**src/rtl/formal_imem_responder.sv**
```systemverilog
// formal_imem_responder: instruction memory model that sequences core boot
// (reset, one flush cycle) and then serves fetches/stores from a small table.
module formal_imem_responder #(
    parameter int DEPTH = 8,
    parameter int ADDR_LSB = 2,
    parameter int LATENCY = 1,
    parameter int BOOT_CYCLES = 2,
    parameter logic [31:0] NOP_INST = 32'h00000013,
    localparam int IW = $clog2(DEPTH)
) (
    input  logic clock,
    input  logic reset_n,
    output logic core_reset,
    input  logic req_valid,
    input  logic [31:0] req_addr,
    input  logic [31:0] req_data,
    input  logic [3:0] req_mask,
    output logic resp_valid,
    output logic [31:0] resp_data,
    input  logic load_en,
    input  logic [IW-1:0] load_idx,
    input  logic [31:0] load_data,
    output logic oob_err,
    output logic [15:0] resp_count
);
    typedef enum logic [1:0] {BOOT, FLUSH, IDLE, WAIT} state_t;
    state_t state, next_state;
    logic [3:0] boot_cnt;
    logic [2:0] lat_cnt;
    logic [31:0] mem [DEPTH];
    logic [31:0] pend_data, shifted, rd_word, merged;
    logic [IW-1:0] idx;
    logic oob, accept, issue;
    assign shifted = req_addr >> ADDR_LSB;
    assign idx = shifted[IW-1:0];
    assign oob = |(shifted >> IW);
    assign accept = state == IDLE && req_valid;
    assign issue = (accept && LATENCY == 1) || (state == WAIT && lat_cnt == 3'd1);
    // Stores answer 0; out-of-range reads answer the NOP word.
    assign rd_word = |req_mask ? '0 : oob ? NOP_INST : mem[idx];
    always_comb begin
        merged = mem[idx];
        for (int b = 0; b < 4; b++)
            if (req_mask[b]) merged[8*b +: 8] = req_data[8*b +: 8];
    end
    always_ff @(posedge clock)
        state <= !reset_n ? BOOT : next_state;
    always_comb
        next_state = state == BOOT  ? (boot_cnt == 4'(BOOT_CYCLES - 1) ? FLUSH : BOOT) :
                     state == FLUSH ? IDLE :
                     state == IDLE  ? (accept && LATENCY > 1 ? WAIT : IDLE) :
                     (lat_cnt == 3'd1 ? IDLE : WAIT);
    always_comb
        core_reset = state == BOOT;
    // A load issued after the store in the same edge, so it takes precedence.
    always_ff @(posedge clock) begin
        if (!reset_n) begin
            for (int i = 0; i < DEPTH; i++) mem[i] <= NOP_INST;
        end else begin
            if (accept && |req_mask && !oob) mem[idx] <= merged;
            if (load_en) mem[load_idx] <= load_data;
        end
    end
    always_ff @(posedge clock) begin
        if (!reset_n) begin
            boot_cnt <= '0;
            lat_cnt <= '0;
            pend_data <= '0;
            resp_valid <= 1'b0;
            resp_data <= '0;
            oob_err <= 1'b0;
            resp_count <= '0;
        end else begin
            boot_cnt <= state == BOOT ? boot_cnt + 4'd1 : '0;
            resp_valid <= issue;
            if (issue) resp_data <= accept ? rd_word : pend_data;
            if (issue && resp_count != 16'hFFFF) resp_count <= resp_count + 16'd1;
            if (accept) begin
                lat_cnt <= 3'(LATENCY - 1);
                pend_data <= rd_word;
                oob_err <= oob_err | oob;
            end else if (state == WAIT) begin
                lat_cnt <= lat_cnt - 3'd1;
            end
        end
    end
endmodule

```
**config.mk**
```make
export PLATFORM = sky130hd
export DESIGN_NAME = formal_imem_responder
export DESIGN_NICKNAME = d
export VERILOG_FILES = /design/src/rtl/formal_imem_responder.sv
export SDC_FILE = /design/constraint.sdc
export NUM_CORES = 1
export LEC_CHECK = 0
export CAP_MARGIN = 20
export CELL_PAD_IN_SITES_DETAIL_PLACEMENT = 1
export CELL_PAD_IN_SITES_GLOBAL_PLACEMENT = 1
export CORE_MARGIN = 2
export CORE_UTILIZATION = 47
export CTS_BUF_LIST = sky130_fd_sc_hd__clkbuf_2 sky130_fd_sc_hd__clkbuf_4 sky130_fd_sc_hd__clkbuf_8
export DETAILED_ROUTE_END_ITERATION = 8
export PLACE_DENSITY = 0.82
export SLEW_MARGIN = 40
export SYNTH_ARGS = -nofsm -noshare
export SYNTH_HDL_FRONTEND = slang
export SYNTH_SLANG_ARGS = --single-unit
```
**constraint.sdc**
```tcl
create_clock -name clock -period 9.89 [get_ports clock]
set_input_delay 2.967 -clock clock [delete_from_list [all_inputs] [get_ports clock]]
set_output_delay 2.967 -clock clock [all_outputs]
set_load 0.01 [all_outputs]
```
==> impl_metrics.prom <==
# TYPE chip_impl_metric gauge
chip_impl_metric{name="power_density",unit="nW/um2"} 166
chip_impl_metric{name="fin_setup_tns",unit="ps"} 0
chip_impl_metric{name="ys_seq_elements",unit=""} 347
chip_impl_info{name="run_status",value="complete, no violations"} 1
chip_impl_info{name="cts-root-buf",value="sky130_fd_sc_hd__clkbuf_8"} 1
chip_impl_metric{name="synth.top_cell.area_share",unit="%"} 44.7
chip_impl_metric{name="clkPwrFrac",unit="%"} 37.7
chip_impl_metric{name="swShare",unit="%"} 26.6
chip_impl_metric{name="detail-route-antenna-nets",unit=""} 0
chip_impl_metric{name="critPathMaxFanout",unit=""} 23
chip_impl_metric{name="first_global_vias",unit=""} 15300
chip_impl_metric{name="syn2layout_area_growth",unit="%"} 17.3
chip_impl_metric{name="synth_xor_xnor_area_share",unit="%"} 0.612
chip_impl_info{name="start_kind",value="primary input"} 1
chip_impl_metric{name="layout_min_cycle_time",unit="ps"} 6040
chip_impl_metric{name="syn-num-nets",unit=""} 1748
chip_impl_metric{name="p_seq_share",unit="%"} 50.0
chip_impl_metric{name="finalWirelength",unit="um"} 61400
chip_impl_metric{name="worst_slew_pin_slew",unit="ps"} 916
chip_impl_info{name="most_used_flip_flop_cell_after_synthesis",value="sky130_fd_sc_hd__edfxtp_1"} 1
chip_impl_metric{name="nNetsFinal",unit=""} 1840
chip_impl_metric{name="yosys_warnings",unit=""} 0
chip_impl_metric{name="cts.hold.buffers_added",unit=""} 0
chip_impl_info{name="tritoncts",value="done"} 1
chip_impl_metric{name="min_period_over_period",unit="%"} 61.1
chip_impl_metric{name="worst_slew_margin_rel",unit="%"} 38.8
chip_impl_metric{name="placementRows",unit=""} 70
chip_impl_metric{name="cts_made_buffers",unit=""} 57
chip_impl_metric{name="grt.overflow.total",unit=""} 0
chip_impl_metric{name="route.detailed.drc",unit=""} 0
chip_impl_info{name="critPathSlowestCell",value="sky130_fd_sc_hd__or4_1"} 1
chip_impl_metric{name="cellInternalPower",unit="mW"} 2.46
chip_impl_metric{name="finalSetupViolations",unit=""} 0
chip_impl_metric{name="post-route-cell-area",unit="um2"} 20100
chip_impl_metric{name="net_switching_power_figure",unit="uW"} 889
chip_impl_metric{name="gp_congestion",unit=""} 0.847
chip_impl_metric{name="synth_area",unit="um2"} 17200
chip_impl_metric{name="max-vdd-ir-drop",unit="mV"} 0.0891
chip_impl_info{name="crit_chain",value="clkdlybuf4s50_1 > nor4_4 > nand4_2 > or4_1 > buf_8 > o311ai_4 > buf_4"} 1
chip_impl_metric{name="placedInstanceArea",unit="um2"} 19000
chip_impl_metric{name="synth_compound_gate_area_share",unit="%"} 15.8
chip_impl_metric{name="ctsHtreeMaxLevel",unit=""} 2
chip_impl_metric{name="critical_path_required",unit="ps"} 10150
chip_impl_metric{name="chipHeight",unit="um"} 195
chip_impl_info{name="synth_largest_area_cell",value="sky130_fd_sc_hd__edfxtp_1"} 1
chip_impl_metric{name="initial_utilization",unit="%"} 47.3
chip_impl_info{name="min_path_type",value="flip-flop to flip-flop"} 1
chip_impl_metric{name="critical_path_arrival",unit="ps"} 6310
chip_impl_metric{name="drt-pass1-iter-count",unit=""} 6
chip_impl_metric{name="synth_cell_type_count",unit=""} 67
chip_impl_metric{name="share_of_flip_flops_with_an_asynchronous_set_or_reset_after_synthesis",unit="%"} 0
chip_impl_metric{name="floorplan.core_area",unit="um2"} 36300
chip_impl_metric{name="synthAdderAreaFrac",unit="%"} 0.364
chip_impl_metric{name="hold_violations",unit=""} 0
chip_impl_metric{name="antennaDiodeCount",unit=""} 0
chip_impl_info{name="rsz0062_at_grt",value="false"} 1
chip_impl_metric{name="cts_post_setup_buffers_inserted",unit=""} 0
chip_impl_metric{name="grt_max_degree",unit=""} 96
chip_impl_metric{name="clock.fmax",unit="MHz"} 165
chip_impl_metric{name="clock_insertion_delay_worst_skew",unit="ps"} 640
chip_impl_metric{name="final.setup_skew",unit="ps"} 25.7
chip_impl_metric{name="grt_antenna_before_repair",unit=""} 1
chip_impl_metric{name="synth_enable_flop_cells",unit=""} 256
chip_impl_metric{name="critical_path.max_stage_delay",unit="ps"} 840
chip_impl_metric{name="cts_repair_resized_insts",unit=""} 0
chip_impl_metric{name="cts_max_path_buffers",unit=""} 3
chip_impl_info{name="setup.worst_path.class",value="primary input to flip-flop"} 1
chip_impl_metric{name="grt_pass1_wl",unit="um"} 92100
chip_impl_metric{name="track_usage",unit="%"} 32.1
chip_impl_metric{name="power.combinational.fraction",unit="%"} 12.3
chip_impl_metric{name="max_cap_violations",unit=""} 0
chip_impl_info{name="netlist_top_cells_area",value="sky130_fd_sc_hd__edfxtp_1 (45%), sky130_fd_sc_hd__dfxtp_1 (11%), sky130_fd_sc_hd__o21ai_0 (5.9%)"} 1
chip_impl_metric{name="cts.sinks",unit=""} 347
chip_impl_metric{name="post_synth_inst_count",unit=""} 1636
chip_impl_metric{name="clock_edge_transition_at_the_registers_on_the_reported_setup_and_hold_paths",unit="ps"} 60
chip_impl_metric{name="die-area",unit="um2"} 38100
chip_impl_metric{name="ys_seq_area_share",unit="%"} 55.3
chip_impl_metric{name="port_buffers",unit=""} 155
chip_impl_metric{name="dp.final_hpwl",unit="um"} 37500
chip_impl_info{name="combinational_family_with_the_most_area_after_synthesis",value="simple AND/OR/NAND/NOR gates"} 1
chip_impl_metric{name="synth_simple_gate_area_share",unit="%"} 16.4
chip_impl_metric{name="synth.avg_cell_area",unit="um2"} 10.5
chip_impl_metric{name="wl_per_cell",unit="um"} 27.4
chip_impl_metric{name="final_core_utilization",unit="%"} 55.4
chip_impl_metric{name="drt_iter0_drc",unit=""} 1613
chip_impl_metric{name="num_vias",unit=""} 14700
chip_impl_metric{name="average_vias_per_placed_instance",unit=""} 6.56
chip_impl_info{name="critical_path.endpoint_type",value="flip-flop"} 1
chip_impl_metric{name="die-width",unit="um"} 195
chip_impl_metric{name="synth.area.mux_share",unit="%"} 7.22
chip_impl_metric{name="timing_max_transition_violations_final",unit=""} 0
chip_impl_metric{name="power.static_leakage",unit="nW"} 6.92
chip_impl_metric{name="report.power.total",unit="mW"} 3.35
chip_impl_metric{name="layout-drive-gt1-share",unit="%"} 12.5
chip_impl_metric{name="num_io_pins",unit=""} 158
metal layers:
metal	vias up	global-route usage, %	wire, um
met5	-	0	13
met4	2	16.4	2830
met3	215	7.51	6960
met2	899	51.8	28400
met1	7255	40.6	23200
li1	6307	-	-
stage by stage:
| step | setup slack [ps] | hold slack, ps | cells |
|---|---|---|---|
| floorplan | 1300 | 415 | 1636 |
| detailed placement | 3180 | 438 | 2136 |
| finish | 3850 | 447 | 2238 |
| CTS | 3850 | 448 | 2237 |
| global placement | 2850 | 427 | 2135 |
| global route | 3670 | 480 | 2238 |
cells in the mapped netlist (all sizes together), types with 7 or more instances:
library cell / count
a22oi: 28
nand4: 12
nor4: 19
inv: 11
a221o: 7
mux2: 23
nand2: 166
o21a: 7
o21ai: 275
nand3: 183
a21oi: 54
mux4: 21
buf: 80
dfxtp: 91
nor2: 43
nor2b: 30
nor3: 12
a221oi: 17
and2: 32
o211ai: 7
a21o: 18
and3: 8
xor2: 11
edfxtp: 256
nand2b: 8
mux2i: 50
clkbuf: 82
o22ai: 10
power by group through the flow:
stage | combinational (mW) | sequential [mW] | clock (mW)
2_1_floorplan | 0.218 | 1.70 | 0
4_1_cts | 0.402 | 1.67 | 1.27
6_report | 0.411 | 1.67 | 1.26
3_3_place_gp | 0.385 | 1.70 | 0
3_5_place_dp | 0.400 | 1.70 | 0
5_1_grt | 0.432 | 1.68 | 1.32
sequential cells by signal, summed over array words and instances, names as in the netlist:
name	count
resp_count	16
resp_data	32
oob_err	1
mem	256
pend_data	32
boot_cnt	4
resp_valid	1
state	2
lat_cnt	3
area by class of cell:
class | count | area, um2
multi-input combinational | 1113 | 7030
fill | 3852 | 16200
timing repair buffer | 195 | 1860
inverter | 14 | 52.6
sequential | 347 | 9510
clock inverter | 13 | 56.3
tap | 468 | 586
clock buffer | 88 | 1050
worst max-delay path: cells and delay by family:
kind | cells | cell delay, ps
AOI/OAI and AO/OA | 1 | 630
buffers and inverters | 3 | 1240
and+or+nand+nor | 3 | 1430
path summary, 6_finish.rpt:
kind / slack, ps / depth (start not counted) / from / to
max: 3850 / 7 / req_addr[15] / mem[1][2]
min: 450 / 2 / pend_data[29] / pend_data[29]
max reg2reg: 6330 / 6 / state[1] / mem[1][2]
min reg2reg: 450 / 2 / pend_data[29] / pend_data[29]
logic make-up (layout without fill, tap and decap cells):
group	Yosys count	count (layout)
AOI/OAI and AO/OA	464	464
and+or+nand+nor	538	538
adders and majority gates	5	5
xor gates and xnor gates	12	12
DFF	347	347
muxes	94	94
buffers and inverters	176	310
layout by cell type (no fill, tap or decap), types with 29 or more instances in the layout:
cell and n:
sky130_fd_sc_hd__mux2i_1 46, sky130_fd_sc_hd__clkbuf_8 63, sky130_fd_sc_hd__edfxtp_1 256, sky130_fd_sc_hd__dfxtp_1 91
sky130_fd_sc_hd__o21ai_0 201, sky130_fd_sc_hd__buf_4 37, sky130_fd_sc_hd__o21ai_1 74, sky130_fd_sc_hd__and2_1 30
sky130_fd_sc_hd__a21oi_1 54, sky130_fd_sc_hd__nor2b_1 29, sky130_fd_sc_hd__nand3_1 182, sky130_fd_sc_hd__clkdlybuf4s50_1 151
sky130_fd_sc_hd__nand2_1 166, sky130_fd_sc_hd__nor2_1 40
Power figures use the tool's default switching activity.
